===== src/rtl/carry_save_accumulate_ctrl_if.sv =====
// Operand stream in, resolved result stream out, for the carry-save accumulator.
// master: operand source / result consumer; slave: the accumulator.
interface carry_save_accumulate_ctrl_if #(
  parameter int unsigned N  = 32,
  parameter int unsigned CW = 8
);

  logic          in_valid;
  logic          in_ready;
  logic [N-1:0]  in_data;
  logic          in_last;

  logic          out_valid;
  logic          out_ready;
  logic [N-1:0]  out_data;
  logic          out_ovf;
  logic [CW-1:0] out_count;

  modport master (
    output in_valid,
    output in_data,
    output in_last,
    output out_ready,
    input  in_ready,
    input  out_valid,
    input  out_data,
    input  out_ovf,
    input  out_count
  );

  modport slave (
    input  in_valid,
    input  in_data,
    input  in_last,
    input  out_ready,
    output in_ready,
    output out_valid,
    output out_data,
    output out_ovf,
    output out_count
  );

endinterface


===== src/rtl/carry_save_accumulate_ctrl.sv =====
// Multi-operand unsigned accumulator: folds one operand per cycle into a redundant
// (sum, carry) pair, then resolves it to binary K bits per cycle and presents the result.
module carry_save_accumulate_ctrl #(
  parameter int unsigned N  = 32,
  parameter int unsigned K  = 8,
  parameter int unsigned CW = 8
) (
  input  logic                        clk,
  input  logic                        rst_n,
  input  logic                        abort,
  carry_save_accumulate_ctrl_if.slave bus,
  output logic                        busy
);

  localparam int unsigned NC  = N / K;
  localparam int unsigned CiW = (NC > 1) ? $clog2(NC) : 1;

  localparam logic [1:0] StIdle    = 2'd0;
  localparam logic [1:0] StAccum   = 2'd1;
  localparam logic [1:0] StResolve = 2'd2;
  localparam logic [1:0] StOutput  = 2'd3;

  if ((N % K) != 0) begin : g_bad_chunking
    $error("carry_save_accumulate_ctrl: N must be a multiple of K");
  end

  logic [1:0]     state_q, state_d;
  logic [N-1:0]   s_q, s_d;
  logic [N-1:0]   c_q, c_d;
  logic           ovf_q, ovf_d;
  logic [CW-1:0]  cnt_q, cnt_d;
  logic [CiW-1:0] ci_q, ci_d;
  logic           cy_q, cy_d;
  logic [N-1:0]   out_data_q, out_data_d;
  logic           out_ovf_q, out_ovf_d;
  logic [CW-1:0]  out_count_q, out_count_d;

  logic           accept;
  logic [N-1:0]   maj;
  logic [K-1:0]   s_chunk;
  logic [K-1:0]   c_chunk;
  logic [K:0]     chunk_sum;
  logic           last_chunk;
  logic [CW-1:0]  cnt_inc;

  assign bus.in_ready = rst_n & ~abort & ((state_q == StIdle) | (state_q == StAccum));
  assign accept       = bus.in_valid & bus.in_ready;

  // Full-adder row: S^C^d keeps the sum bits, the majority carries move up one place.
  assign maj     = (s_q & c_q) | (s_q & bus.in_data) | (c_q & bus.in_data);
  assign cnt_inc = (cnt_q == {CW{1'b1}}) ? cnt_q : cnt_q + CW'(1);

  always_comb begin
    s_chunk = '0;
    c_chunk = '0;
    for (int unsigned g = 0; g < NC; g++) begin
      if (ci_q == CiW'(g)) begin
        s_chunk = s_q[g*K +: K];
        c_chunk = c_q[g*K +: K];
      end
    end
  end

  assign chunk_sum  = {1'b0, s_chunk} + {1'b0, c_chunk} + {{K{1'b0}}, cy_q};
  assign last_chunk = (ci_q == CiW'(NC - 1));

  always_comb begin
    state_d     = state_q;
    s_d         = s_q;
    c_d         = c_q;
    ovf_d       = ovf_q;
    cnt_d       = cnt_q;
    ci_d        = ci_q;
    cy_d        = cy_q;
    out_data_d  = out_data_q;
    out_ovf_d   = out_ovf_q;
    out_count_d = out_count_q;

    if (abort) begin
      state_d = StIdle;
      ci_d    = '0;
      cy_d    = 1'b0;
    end else begin
      case (state_q)
        StIdle: begin
          if (accept) begin
            s_d     = bus.in_data;
            c_d     = '0;
            ovf_d   = 1'b0;
            cnt_d   = CW'(1);
            ci_d    = '0;
            cy_d    = 1'b0;
            state_d = bus.in_last ? StResolve : StAccum;
          end
        end

        StAccum: begin
          if (accept) begin
            s_d   = s_q ^ c_q ^ bus.in_data;
            c_d   = {maj[N-2:0], 1'b0};
            // The dropped top majority bit has weight 2^N.
            ovf_d = ovf_q | maj[N-1];
            cnt_d = cnt_inc;
            if (bus.in_last) begin
              state_d = StResolve;
              ci_d    = '0;
              cy_d    = 1'b0;
            end
          end
        end

        StResolve: begin
          // Resolved chunks overwrite S in place; later chunks are still unread.
          for (int unsigned g = 0; g < NC; g++) begin
            if (ci_q == CiW'(g)) begin
              s_d[g*K +: K] = chunk_sum[K-1:0];
            end
          end
          cy_d = chunk_sum[K];
          ci_d = ci_q + CiW'(1);
          if (last_chunk) begin
            ovf_d       = ovf_q | chunk_sum[K];
            out_data_d  = s_d;
            out_ovf_d   = ovf_q | chunk_sum[K];
            out_count_d = cnt_q;
            ci_d        = '0;
            cy_d        = 1'b0;
            state_d     = StOutput;
          end
        end

        StOutput: begin
          if (bus.out_ready) begin
            state_d = StIdle;
          end
        end

        default: state_d = StIdle;
      endcase
    end
  end

  always_ff @(posedge clk or negedge rst_n) begin
    if (!rst_n) begin
      state_q     <= StIdle;
      s_q         <= '0;
      c_q         <= '0;
      ovf_q       <= 1'b0;
      cnt_q       <= '0;
      ci_q        <= '0;
      cy_q        <= 1'b0;
      out_data_q  <= '0;
      out_ovf_q   <= 1'b0;
      out_count_q <= '0;
    end else begin
      state_q     <= state_d;
      s_q         <= s_d;
      c_q         <= c_d;
      ovf_q       <= ovf_d;
      cnt_q       <= cnt_d;
      ci_q        <= ci_d;
      cy_q        <= cy_d;
      out_data_q  <= out_data_d;
      out_ovf_q   <= out_ovf_d;
      out_count_q <= out_count_d;
    end
  end

  assign bus.out_valid = (state_q == StOutput);
  assign bus.out_data  = out_data_q;
  assign bus.out_ovf   = out_ovf_q;
  assign bus.out_count = out_count_q;
  assign busy          = (state_q != StIdle);

endmodule


===== src/flat_wrapper.sv =====
// flat-port wrapper written by rule: the top's interface ports become plain ports
module carry_save_accumulate_ctrl_flat 
#(
  parameter int unsigned N  = 32,
  parameter int unsigned K  = 8,
  parameter int unsigned CW = 8
)
  (clk, rst_n, abort, busy, bus_in_valid, bus_in_data, bus_in_last, bus_out_ready, bus_in_ready, bus_out_valid, bus_out_data, bus_out_ovf, bus_out_count);
  carry_save_accumulate_ctrl_if #(.N(N), .CW(CW)) bus_i ();
  input  logic clk;
  input  logic rst_n;
  input  logic abort;
  output logic busy;
  input wire logic [$bits(bus_i.in_valid)-1:0] bus_in_valid;
  input wire logic [$bits(bus_i.in_data)-1:0] bus_in_data;
  input wire logic [$bits(bus_i.in_last)-1:0] bus_in_last;
  input wire logic [$bits(bus_i.out_ready)-1:0] bus_out_ready;
  output wire logic [$bits(bus_i.in_ready)-1:0] bus_in_ready;
  output wire logic [$bits(bus_i.out_valid)-1:0] bus_out_valid;
  output wire logic [$bits(bus_i.out_data)-1:0] bus_out_data;
  output wire logic [$bits(bus_i.out_ovf)-1:0] bus_out_ovf;
  output wire logic [$bits(bus_i.out_count)-1:0] bus_out_count;
  assign bus_i.in_valid = bus_in_valid;
  assign bus_i.in_data = bus_in_data;
  assign bus_i.in_last = bus_in_last;
  assign bus_i.out_ready = bus_out_ready;
  assign bus_in_ready = bus_i.in_ready;
  assign bus_out_valid = bus_i.out_valid;
  assign bus_out_data = bus_i.out_data;
  assign bus_out_ovf = bus_i.out_ovf;
  assign bus_out_count = bus_i.out_count;
  carry_save_accumulate_ctrl #(.N(N), .K(K), .CW(CW)) u_core (.clk(clk), .rst_n(rst_n), .abort(abort), .bus(bus_i), .busy(busy));
endmodule

===== config.mk =====
export PLATFORM = sky130hd
export DESIGN_NAME = carry_save_accumulate_ctrl_flat
export DESIGN_NICKNAME = d
export VERILOG_FILES = /design/src/rtl/carry_save_accumulate_ctrl_if.sv /design/src/rtl/carry_save_accumulate_ctrl.sv /design/src/flat_wrapper.sv
export SDC_FILE = /design/constraint.sdc
export NUM_CORES = 1
export LEC_CHECK = 0
export BUFFER_PORTS_ARGS = -buffer_cell sky130_fd_sc_hd__buf_2
export CAP_MARGIN = 20
export CORE_ASPECT_RATIO = 1.4
export CORE_MARGIN = 5
export CORE_UTILIZATION = 54
export DETAILED_ROUTE_END_ITERATION = 6
export PLACE_DENSITY = 0.85
export SYNTH_ARGS = -nofsm -noshare
export SYNTH_HDL_FRONTEND = slang
export SYNTH_SLANG_ARGS = --single-unit

===== constraint.sdc =====
create_clock -name clk -period 3.21 [get_ports clk]
set_input_delay 0.642 -clock clk [delete_from_list [all_inputs] [get_ports clk]]
set_output_delay 0.642 -clock clk [all_outputs]
set_load 0.01 [all_outputs]

==> results.json <==
{
  "status": "completed",
  "period_share_pct": 97.5,
  "via_per_inst": 6.19,
  "synthFlopType": "dfrtp_1",
  "fp-row-count": 50,
  "crit_type": "register to register",
  "rsz0062_at_grt": "yes",
  "skew_ns": 0.00821,
  "yosys.area_share.adder_pct": 12.5,
  "power_density_mw_per_mm2": 901,
  "crit_fanout": 45,
  "postLayoutCoreUtil_pct": 65.5,
  "dr.max_layer_used": "met4",
  "drv_slew": 0,
  "antenna_found_initial": 0,
  "report.power.total_mw": 7.79,
  "postRouteAntennaNets": 0,
  "yosys.cell_types.count": 52,
  "drt-total-wl_mm": 21.6,
  "arrival_ns": 3.41,
  "die-area_mm2": 0.0158,
  "seq_area_frac_synth_pct": 41.1,
  "clock-root-buffer": "clkbuf_16",
  "yosys_register_bits": 118,
  "place.gp.congestion": 0.938,
  "crit_path_frequent_cell": "a21oi_1",
  "setup_violations": 0,
  "synth_compound_area_share_pct": 20.7,
  "first_pass_iters": 5,
  "r2r_slack_ns": 0.08,
  "grt_pass1_vias": 7049,
  "cts_hold_buf": 0,
  "max_freq_mhz": 320,
  "clockBufferDepth": 2,
  "route.detailed.drc": 0,
  "synth_edf_count": 0,
  "slowest_stage": "or3_1",
  "synthMuxAreaShare_pct": 2.38,
  "die_w_um": 108,
  "netlist.area_leader.share_pct": 41.1,
  "tns_ns": 0,
  "core-area_mm2": 0.0132,
  "hold_path_class": "primary input to async pin",
  "finalNetCount": 983,
  "synth_area_leaders": "dfrtp_1 41%, fa_1 9.2%, nand2_1 9.1%, o21ai_0 5.6%, a21oi_1 4.0%",
  "finalCriticalPeriod_ns": 3.13,
  "critPathLaunchType": "register",
  "cts_tree": "built",
  "crit_chain": "inv_2 > ha_2 > buf_12 > a21oi_1 > a21oi_1 > nor2_1 > a21o_1 > ha_1 > nor2b_1 > o21a_1 > or3_1 > a31oi_1 > o22ai_1",
  "insertion_delay_ns": 0.42,
  "cts-buffers-inserted": 17,
  "path_clk_slew_ns": 0.05,
  "wire_per_inst_um": 19.8,
  "grt_overflow": 0,
  "synth_cells": 808,
  "max_stage_delay_ns": 0.44,
  "grt_pass1_wl_mm": 35.2,
  "antenna_cells": 0,
  "grt_usage_pct": 28.4,
  "dr_wl_met3_mm": 1.63,
  "slew_headroom_pct": 37.5,
  "areaGrowthSynthToFinish_pct": 20.2,
  "drive_gt1_share_pct": 20.9,
  "hold_viol_final": 0,
  "start_util_pct": 54.5,
  "dr_wl_met2_mm": 10.9,
  "p_leak_nw": 4.08,
  "syn_area_per_cell_um2": 8.90,
  "ios": 82,
  "synthSimpleGateAreaFrac_pct": 19.1,
  "synth_top_family_by_area": "compound AO/OA/AOI/OAI gates",
  "cap_violations": 0,
  "end_kind": "register",
  "fin_hold_ws_ns": 0.120,
  "synthXorXnorAreaFrac_pct": 0.365,
  "syn_area_mm2": 0.00719,
  "drt_iter0_drc": 538,
  "hpwl_mm": 14.9,
  "synth.largest_area_cell": "dfrtp_1",
  "grt_max_degree": 105,
  "vias": 6739,
  "tightest_slew_ns": 0.936,
  "cts.sinks": 118,
  "async_flop_share_pct": 100,
  "h-tree-depth": 4,
  "port-buffer-count": 81,
  "syn_nets": 898,
  "critPathRequiredTime_ns": 3.49,
  "yosys_warnings": 0,
  "wl_met1_mm": 7.71,
  "irDropWorstVdd_mv": 0.487,
  "chipHeight_um": 147
}
-- state kept, by name, summed over array words and instances, names as in the netlist --
signal                cells
u_core.bus.out_count      8
u_core.bus.out_data      32
u_core.bus.out_ovf        1
u_core.c_q               31
u_core.ci_q               2
u_core.cnt_q              8
u_core.cy_q               1
u_core.ovf_q              1
u_core.s_q               32
u_core.state_q            2
-- where the power goes --
group          switching (mW)  total (mW)  leakage [nW]  internal [mW]
sequential              0.414        2.22          1.57           1.81
clock                   0.679        1.93         0.287           1.26
combinational            2.22        3.63          2.23           1.41
-- layout by cell type (no fill, tap or decap), types with 3 or more instances in the layout --
| cell | instances |
|---|---|
| o211ai_1 | 10 |
| ha_1 | 15 |
| ha_2 | 3 |
| nand3_1 | 38 |
| nor2_1 | 49 |
| a221oi_1 | 10 |
| a31oi_1 | 8 |
| fa_1 | 31 |
| nor3_1 | 4 |
| mux2_2 | 9 |
| a21oi_2 | 5 |
| a22oi_1 | 23 |
| buf_2 | 80 |
| clkbuf_1 | 4 |
| o22ai_1 | 7 |
| mux2i_1 | 7 |
| nand3b_1 | 7 |
| buf_4 | 37 |
| nand2b_1 | 9 |
| nor2b_1 | 6 |
| a21oi_1 | 51 |
| a22o_1 | 3 |
| nand2_1 | 174 |
| dfrtp_1 | 118 |
| clkbuf_16 | 17 |
| clkinv_2 | 4 |
| a21o_1 | 7 |
| o21ai_1 | 6 |
| o21ai_0 | 76 |
| bufinv_16 | 3 |
| nor2_2 | 3 |
| o31ai_1 | 9 |
| inv_1 | 11 |
| nor3b_1 | 7 |
| or3_1 | 3 |
-- synth_stat cells, types with 3 or more instances --
cell type and n:
nand2b_1 11, ha_1 19, a21o_1 7, inv_1 13, buf_1 9, a22oi_1 23, nand2_1 174, nor2_1 52
clkbuf_1 36, o211ai_1 10, or3_1 3, mux2i_1 7, fa_1 33, nand3b_1 7, a41oi_1 3, mux2_2 9
a22o_1 3, nand3_1 38, a21oi_1 57, o31ai_1 10, nor3_1 4, buf_2 7, o22ai_1 7, a31oi_1 10
o21ai_0 80, nor3b_1 7, dfrtp_1 118, nor2b_1 7, a221oi_1 11
-- final cells by class --
class	instances	area, um^2
Sequential cell	118	2950
Fill cell	1036	4560
Tap cell	182	228
Clock buffer	23	468
Timing Repair Buffer	121	741
Multi-Input combinational cell	622	4080
Clock inverter	9	125
Inverter	13	48.8
-- final timing paths --
kind                                            to                    start  cells past startpoint
max                                  u_core.s_q[3]           u_core.ci_q[0]                     13
min                                u_core.cnt_q[3]                    rst_n                      1
max reg2reg                          u_core.s_q[3]           u_core.ci_q[0]                     13
min reg2reg                u_core.bus.out_data[10]  u_core.bus.out_data[10]                      2
max in group asynchronous  u_core.bus.out_data[20]                    rst_n                      2
min in group clk           u_core.bus.out_data[10]  u_core.bus.out_data[10]                      2
-- logic make-up (layout without fill, tap and decap cells) --
group                      after synthesis  in the layout
and+or+nand+nor                        313            313
AOI/OAI and AO/OA                      238            238
DFF                                    118            118
buffers and inverters                   68            166
adders and majority gates               52             52
muxes                                   16             16
xor gates and xnor gates                 3              3
-- per-layer routing --
metal / vias up / track usage (%)
met2: 385 / 47.2
met1: 3237 / 33.8
met3: 108 / 4.78
li1: 3009 / -
met5: - / 0
met4: 0 / 18.0
-- critical path, delay by kind of cell, from the launching register on --
| family | cells | cell delay (ns) |
|---|---|---|
| buf+inv | 2 | 0.34 |
| fa+ha+maj | 2 | 0.51 |
| simple gates | 3 | 0.69 |
| compound gates | 6 | 1.02 |
| flops | 1 | 0.41 |
-- repair_timing --
action,4_1_cts,5_1_grt
cloned,0,0
gates resized for setup,11,20
buffers inserted,1,2
pin swaps,1,12
setup endpoints to repair,13,31
-- per-stage QoR --
step	setup WS [ns]	cells	area, um^2
final	0.0810	1088	8640
after global routing	-0.0284	1088	8640
after CTS	0.0503	1086	8550
after detailed placement	-0.0426	1053	7910
after global placement	0.0395	1053	7910
after floorplan	0.0389	808	7210
Power figures use the tool's default switching activity.
